--- src/rtl/dram_ctrl_pkg.sv ---
// Shared configuration and types for the DRAM window controller.
package dram_ctrl_pkg;

    // RAM depth in address bits; the RAM holds 2**dram_depth 32-bit words.
    localparam int dram_depth = 6;

    typedef enum logic [1:0] {
        CLEAR,
        IDLE,
        ACCESS,
        RESP
    } state_e;

    // Request register: everything ACCESS/RESP need, captured when the request is taken.
    typedef struct packed {
        logic [31:0] addr;
        logic [31:0] wdata;
        logic [3:0]  wstrb;
        logic        hit;
    } req_t;

    // Window test with 32-bit wrap-around arithmetic, so addresses below the base miss too.
    function automatic logic in_window(input logic [31:0] addr, input logic [31:0] base);
        logic [31:0] offset;
        offset = addr - base;
        return offset < (32'd4 << dram_depth);
    endfunction

endpackage

--- src/rtl/dram_ctrl.sv ---
// Single-port request front end for a word-addressed RAM with registered reads.
// Optionally zero-fills the RAM after reset; requests arriving meanwhile are held.
module dram_ctrl
    import dram_ctrl_pkg::*;
#(
    parameter bit          CLEAR_ON_RESET = 1'b0,
    parameter logic [31:0] DRAM_BASE      = 32'h0000_0000
) (
    input  logic                  clk,
    input  logic                  rst,
    input  logic                  mem_valid,
    input  logic [31:0]           mem_addr,
    input  logic [31:0]           mem_wdata,
    input  logic [3:0]            mem_wstrb,
    output logic                  mem_ready,
    output logic [31:0]           mem_rdata,
    output logic                  mem_error,
    output logic                  dram_wen,
    output logic [dram_depth-1:0] dram_waddr,
    output logic [dram_depth-1:0] dram_raddr,
    output logic [31:0]           dram_wdata,
    output logic [3:0]            dram_wstrb,
    input  logic [31:0]           dram_rdata
);

    localparam state_e                RESET_STATE = CLEAR_ON_RESET ? CLEAR : IDLE;
    localparam logic [dram_depth-1:0] LAST_IDX    = {dram_depth{1'b1}};

    state_e                state_q, state_d;
    req_t                  req_q, req_d;
    logic                  pend_q, pend_d;
    logic [dram_depth-1:0] cnt_q, cnt_d;
    // Low for the first cycle out of reset so CLEAR outputs stay quiet while rst is asserted.
    logic                  armed_q, armed_d;

    logic [dram_depth-1:0] req_idx;
    logic                  req_write;
    logic                  unused_addr_bits;

    assign req_idx          = req_q.addr[dram_depth+1:2];
    assign req_write        = |req_q.wstrb;
    assign unused_addr_bits = ^{req_q.addr[31:dram_depth+2], req_q.addr[1:0]};

    // State, request register, clear counter and arming flag.
    always_ff @(posedge clk or negedge rst) begin
        if (!rst) begin
            state_q <= RESET_STATE;
            req_q   <= '0;
            pend_q  <= 1'b0;
            cnt_q   <= '0;
            armed_q <= 1'b0;
        end else begin
            state_q <= state_d;
            req_q   <= req_d;
            pend_q  <= pend_d;
            cnt_q   <= cnt_d;
            armed_q <= armed_d;
        end
    end

    // Next-state logic: request capture, clear sequencing, fixed two-cycle service.
    always_comb begin
        state_d = state_q;
        req_d   = req_q;
        pend_d  = pend_q;
        cnt_d   = cnt_q;
        armed_d = 1'b1;
        unique case (state_q)
            CLEAR: begin
                // Only the first request during the fill is kept; later pulses violate the protocol.
                if (mem_valid && !pend_q) begin
                    req_d.addr  = mem_addr;
                    req_d.wdata = mem_wdata;
                    req_d.wstrb = mem_wstrb;
                    req_d.hit   = in_window(mem_addr, DRAM_BASE);
                    pend_d      = 1'b1;
                end
                if (armed_q) begin
                    if (cnt_q == LAST_IDX) begin
                        state_d = (pend_q || mem_valid) ? ACCESS : IDLE;
                        pend_d  = 1'b0;
                    end else begin
                        cnt_d = cnt_q + 1'b1;
                    end
                end
            end
            IDLE: begin
                if (mem_valid) begin
                    req_d.addr  = mem_addr;
                    req_d.wdata = mem_wdata;
                    req_d.wstrb = mem_wstrb;
                    req_d.hit   = in_window(mem_addr, DRAM_BASE);
                    state_d     = ACCESS;
                end
            end
            ACCESS:  state_d = RESP;
            RESP:    state_d = IDLE;
            default: state_d = IDLE;
        endcase
    end

    // Moore outputs: RAM port driven only in CLEAR and ACCESS, response only in RESP.
    always_comb begin
        mem_ready  = 1'b0;
        mem_rdata  = '0;
        mem_error  = 1'b0;
        dram_wen   = 1'b0;
        dram_waddr = '0;
        dram_raddr = '0;
        dram_wdata = '0;
        dram_wstrb = '0;
        unique case (state_q)
            CLEAR: begin
                if (armed_q) begin
                    dram_wen   = 1'b1;
                    dram_waddr = cnt_q;
                    dram_wstrb = 4'hF;
                end
            end
            ACCESS: begin
                if (req_q.hit) begin
                    if (req_write) begin
                        dram_wen   = 1'b1;
                        dram_waddr = req_idx;
                        dram_wdata = req_q.wdata;
                        dram_wstrb = req_q.wstrb;
                    end else begin
                        dram_raddr = req_idx;
                    end
                end
            end
            RESP: begin
                mem_ready = 1'b1;
                mem_error = !req_q.hit;
                if (req_q.hit && !req_write) begin
                    mem_rdata = dram_rdata;
                end
            end
            default: ;
        endcase
    end

endmodule

--- config.mk ---
export PLATFORM = sky130hd
export DESIGN_NAME = dram_ctrl
export DESIGN_NICKNAME = d
export VERILOG_FILES = /design/src/rtl/dram_ctrl_pkg.sv /design/src/rtl/dram_ctrl.sv
export SDC_FILE = /design/constraint.sdc
export NUM_CORES = 1
export LEC_CHECK = 0
export CORE_MARGIN = 2
export CORE_UTILIZATION = 37
export DETAILED_ROUTE_END_ITERATION = 12
export PLACE_DENSITY_LB_ADDON = 0.3
export SETUP_SLACK_MARGIN = 0.2
export SYNTH_ARGS = -nofsm -noshare
export SYNTH_HDL_FRONTEND = slang
export SYNTH_SLANG_ARGS = --single-unit
--- constraint.sdc ---
create_clock -name clk -period 2.6 [get_ports clk]
set_clock_uncertainty 0.2 [all_clocks]
set_input_delay 0.52 -clock clk [delete_from_list [all_inputs] [get_ports clk]]
set_output_delay 0.52 -clock clk [all_outputs]
set_load 0.01 [all_outputs]
## Yosys cells after proc, flatten, opt, wreduce, memory -nomap -nowiden

Index checks and enable logic that the tools add are counted.

- Memories kept: 0
- Output and inout port bits: 83
- Bits in read-only memories: 0
- Latch bits: 0
- RAM bits: 0
- Register bits after elaboration: 55

- Shifts and indexed selects: 0
- Multiply operators: 0
- Divide/modulo/power cells: 0
- Eq/ne operators: 8
- Mux-type cells: 33
- Magnitude comparators: 1
- Reductions and logical operators: 12
- Bitwise logic cells: 1
- Add/sub/neg operators: 1

Operators with widths:

| operator | number |
|---|---|
| $mux 32 | 5 |
| $mux 45 | 2 |
| $pmux 45 s2 | 1 |
| $mux 6 | 6 |
| $lt 32x9->1 const B | 1 |
| $mux 4 | 3 |
| $pmux 6 s2 | 1 |
| $reduce_and 3->1 | 3 |
| $mux 1 | 8 |
| $mux 2 | 4 |
| $ne 2x2->1 const B | 4 |
| $pmux 2 s4 | 1 |
| $pmux 4 s2 | 1 |
| $add 6x1->6 const B | 1 |
| $eq 6x6->1 const B | 1 |
| $eq 2x2->1 const B | 2 |
| $reduce_or 4->1 | 1 |
| $logic_not 1->1 | 3 |
| $eq 2x1->1 const B | 1 |
| $logic_and 1x1->1 | 2 |
| $logic_not 2->1 | 1 |
| $pmux 1 s2 | 1 |
| $reduce_bool 2->1 | 1 |
| $logic_or 1x1->1 | 1 |
| $not 1->1 | 1 |

## Depth between registers and ports, before layout

- Depth after elaboration: 5
- Gate-level depth with buffers: 8

## Worst setup path before layout

Ideal clock, no wire load.

- Path type: register to output
- Start: register state_q[0]
- End: output dram_waddr[0]
- Cell stages (with the launch flop): 7
- Buffers on the path: 2
- Setup slack: 423 ps
- Data arrival time: 1457 ps
- Required time: 1880 ps
- Cell sequence: dfstp_2 inv_1 ha_1 buf_2 and2_1 clkbuf_1 a22o_1

- Longest elaborated chain between the ends: 2
- Elaborated cells between the ends (all ways): 3
- Those cells by class: eq/ne (1); mux (1); reduce/logical (1)

RTL lines:

| what | line | RTL |
|---|---|---|
| start: declaration | dram_ctrl.sv:29 | `state_e state_q, state_d;` |
| start signal: assignment | dram_ctrl.sv:53 | `state_q <= state_d;` |
| $eq 2x2->1 or $logic_not 2->1 (tied branches) | dram_ctrl.sv:112 | `unique case (state_q)` |
| $pmux 6 s2 (*) | dram_ctrl.sv:112 |  |
| end: declaration | dram_ctrl.sv:19 | `output logic [dram_depth-1:0] dram_waddr,` |

Every way passes the cells marked *; elsewhere a longest branch is shown, timed or not.

## Worst setup path in the final report

- Start: register req_q[3] (netlist name)
- End: output mem_rdata[8]

- Longest elaborated chain between the ends: 5

RTL lines:

| what | line | RTL |
|---|---|---|
| start: declaration | dram_ctrl.sv:30 | `req_t req_q, req_d;` |
| start signal: assignment | dram_ctrl.sv:54 | `req_q <= req_d;` |
| $reduce_or 4->1 | dram_ctrl.sv:41 | `assign req_write = \|req_q.wstrb;` |
| $logic_not 1->1 | dram_ctrl.sv:135 | `if (req_q.hit && !req_write) begin` |
| $logic_and 1x1->1 | dram_ctrl.sv:135 |  |
| $mux 32 | dram_ctrl.sv:135 |  |
| $mux 32 | dram_ctrl.sv:112 |  |
| end: declaration | dram_ctrl.sv:16 | `output logic [31:0] mem_rdata,` |

No other way between the ends.

==> qor.yml <==
finalMaxSlewViolations: 0
path_clk_slew_ns: 0.10
numPortBuffers: 183
wl_um: 10700
ant_nets: 0
final_common_cell: "clkdlybuf4s50_1"
wl_per_cell_um: 18.2
ys_seq_area_share_pct: 46.3
p_sw_mw: 1.26
combPwrFrac_pct: 44.9
num_io_pins: 186
cts_max_level: 2
fp-row-count: 32
total_power_mw: 3.66
fmax_ghz: 0.388
antennaDiodeCount: 0
muxShareOfSynthArea_pct: 18.0
avgSynthCellArea_um2: 11.3
synth_compound_area_share_pct: 4.14
pwr-share-seq_pct: 42.3
clock_path_buffers: 2
start_util_pct: 37.7
fp.dieArea_um2: 8470
coreArea_um2: 7610
fin_tns_setup_ns: 0
cts_buffers: 5
synth-xor-area-share_pct: 1.22
layout_common_cells: "99 x clkdlybuf4s50_1, 79 x buf_6, 47 x dfrtp_1"
critPathRequiredTime_ns: 1.88
cp_common_cell: "buf_6"
cts.sinks: 53
finish.instance_area_um2: 5810
fp.dieH_um: 92.1
status: "completed"
drtPass1Iterations: 4
dp_hpwl_um: 6270
drtIter0Drc: 68
fin_ws_ns: 0.0251
critPathMaxStageDelay_ns: 0.44
grt_setup_unrepaired: "true"
synth_simple_gate_area_share_pct: 23.5
p_leak_nw: 2.61
crit_family: "simple AND/OR/NAND/NOR gates"
grt_start_max_net_pins: 23
post-route-period-util_pct: 99.0
layout.nets: 589
grt_pass1_vias: 3071
cts_tree: "done"
cp_max_fo: 8
syn2layout_area_growth_pct: 102
worstSetupPathType: "flip-flop to output port"
drive_above_1_share_pct: 52.9
hold_path.startpoint: "req_q[28]"
synthCells: 254
grt_usage_pct: 23.2
synth_fa_ha_area_share_pct: 2.18
pre_cts_ws_ns: -0.00905
syn_nets: 362
cp-end-kind: "output port"
grt_pass1_wl_um: 15400
via_per_inst: 5.01
root_buffer: "clkbuf_8"
clkPwrFrac_pct: 12.8
cp_num_buf_inv: 4
min_period_ns: 2.57
antenna_found_initial: 0
startpoint: "req_q[3]"
fp.dieW_um: 92.1
hold_viol_final: 0
drc: 0
hold_class: "flip-flop to flip-flop"
ir_drop_mv: 0.496
ys_ff_latch: 53
drv_cap: 0
via_count: 2928
place_area_um2: 4810
netlist_area_um2: 2870
yosysUniqueCellTypes: 34
yosysWarnings: 0
worst_path_max_delay_cell: "dfrtp_2"
grt-ovfl-total: 0
powerDensity_nw_per_um2: 630
crit_arrival_ns: 1.85
synth_top_family_by_area: "simple AND/OR/NAND/NOR gates"
cp_cell_sequence: "nor4_4 -> buf_4 -> and3_4 -> buf_6 -> buf_6 -> and2_4 -> buf_6"
swShare_pct: 34.5
p_int_mw: 2.39
r2r-start: "state_q[0]"
clkLatencyLatePin_ns: 0.30
setup_viol: 0
start_kind: "flip-flop"
place_congestion: 0.796
## cell families (layout without fill, tap and decap cells)
group	Yosys count	in the layout
AOI/OAI and AO/OA	16	16
xor gates and xnor gates	4	4
adders and majority gates	5	5
buffers and inverters	19	241
DFF	53	53
muxes	46	46
other	1	1
and+or+nand+nor	110	116
## Yosys cell counts (all sizes together)
cell type / n / area, um^2
dfrtp: 52 / 1300
mux2: 45 / 507
and3: 41 / 262
and2: 34 / 213
nand2: 17 / 63.8
buf: 8 / 83.8
clkbuf: 8 / 33.8
nor4: 7 / 58.8
a22o: 5 / 43.8
ha: 5 / 62.6
nor2b: 4 / 32.5
o21ai: 4 / 31.3
a21oi: 3 / 15.0
inv: 3 / 11.3
nand3: 2 / 10.0
nand4: 2 / 12.5
o31ai: 2 / 15.0
xnor2: 2 / 17.5
xor2: 2 / 17.5
a21o: 1 / 7.51
a31oi: 1 / 6.26
and4: 1 / 8.76
conb: 1 / 3.75
dfstp: 1 / 26.3
mux2i: 1 / 10.0
nor2: 1 / 3.75
or4: 1 / 11.3
## worst paths after layout
kind	cells after the start	endpoint	slack (ns)
max reg2reg	9	req_idx[4]	0.26
min	1	req_q[28]	0.31
max	7	mem_rdata[8]	0.03
max in group asynchronous	3	state_q[0]	1.03
min reg2reg	1	req_q[28]	0.31
min in group asynchronous	2	req_q[11]	0.47
## power by group through the flow
| stage | registers (mW) | logic (mW) | clock network (mW) |
|---|---|---|---|
| 6_report | 1.55 | 1.64 | 0.469 |
| 5_1_grt | 1.59 | 1.77 | 0.517 |
| 4_1_cts | 1.52 | 1.48 | 0.486 |
| 3_5_place_dp | 1.50 | 1.21 | 0 |
| 3_3_place_gp | 1.47 | 1.17 | 0 |
| 2_1_floorplan | 1.42 | 0.779 | 0 |
## per-stage QoR
step / util, % / hold slack, ns / std cells
after floorplan: - / 0.0244 / 254
after global placement: 63.2 / 0.266 / 533
after detailed placement: 63.2 / 0.275 / 533
after CTS: 71.2 / 0.310 / 573
after global routing: 76.3 / 0.327 / 584
final: 76.3 / 0.309 / 584
## routing by layer
metal  routed length (um)  vias to the layer above  GRT usage [%]
li1                     -                     1365              -
met1                 3900                     1425           24.6
met2                 5720                      128           44.0
met3                  855                       10           7.40
met4                  177                        0           5.97
met5                    0                        -              0
## cell type report
cell class,instances,area [um^2]
Sequential cell,53,1330
Timing Repair Buffer,230,2450
Fill cell,483,1800
Clock inverter,3,21.3
Multi-Input combinational cell,188,1800
Clock buffer,5,68.8
Inverter,3,13.8
Tap cell,102,128
## flip-flops by register name (all words and copies together), names as in the netlist
register  flops
pend_q        1
cnt_q         6
req_idx       6
state_q       2
armed_q       1
req_q        37
## what timing repair did
action	CTS	global route
gates cloned	11	4
endpoints found under the hold margin	17	0
pin swaps	55	24
hold buffers	1	0
gates resized for setup	428	76
setup endpoints to repair	90	125
buffers inserted	20	7
Note: power is estimated with default switching activity, not from simulation.
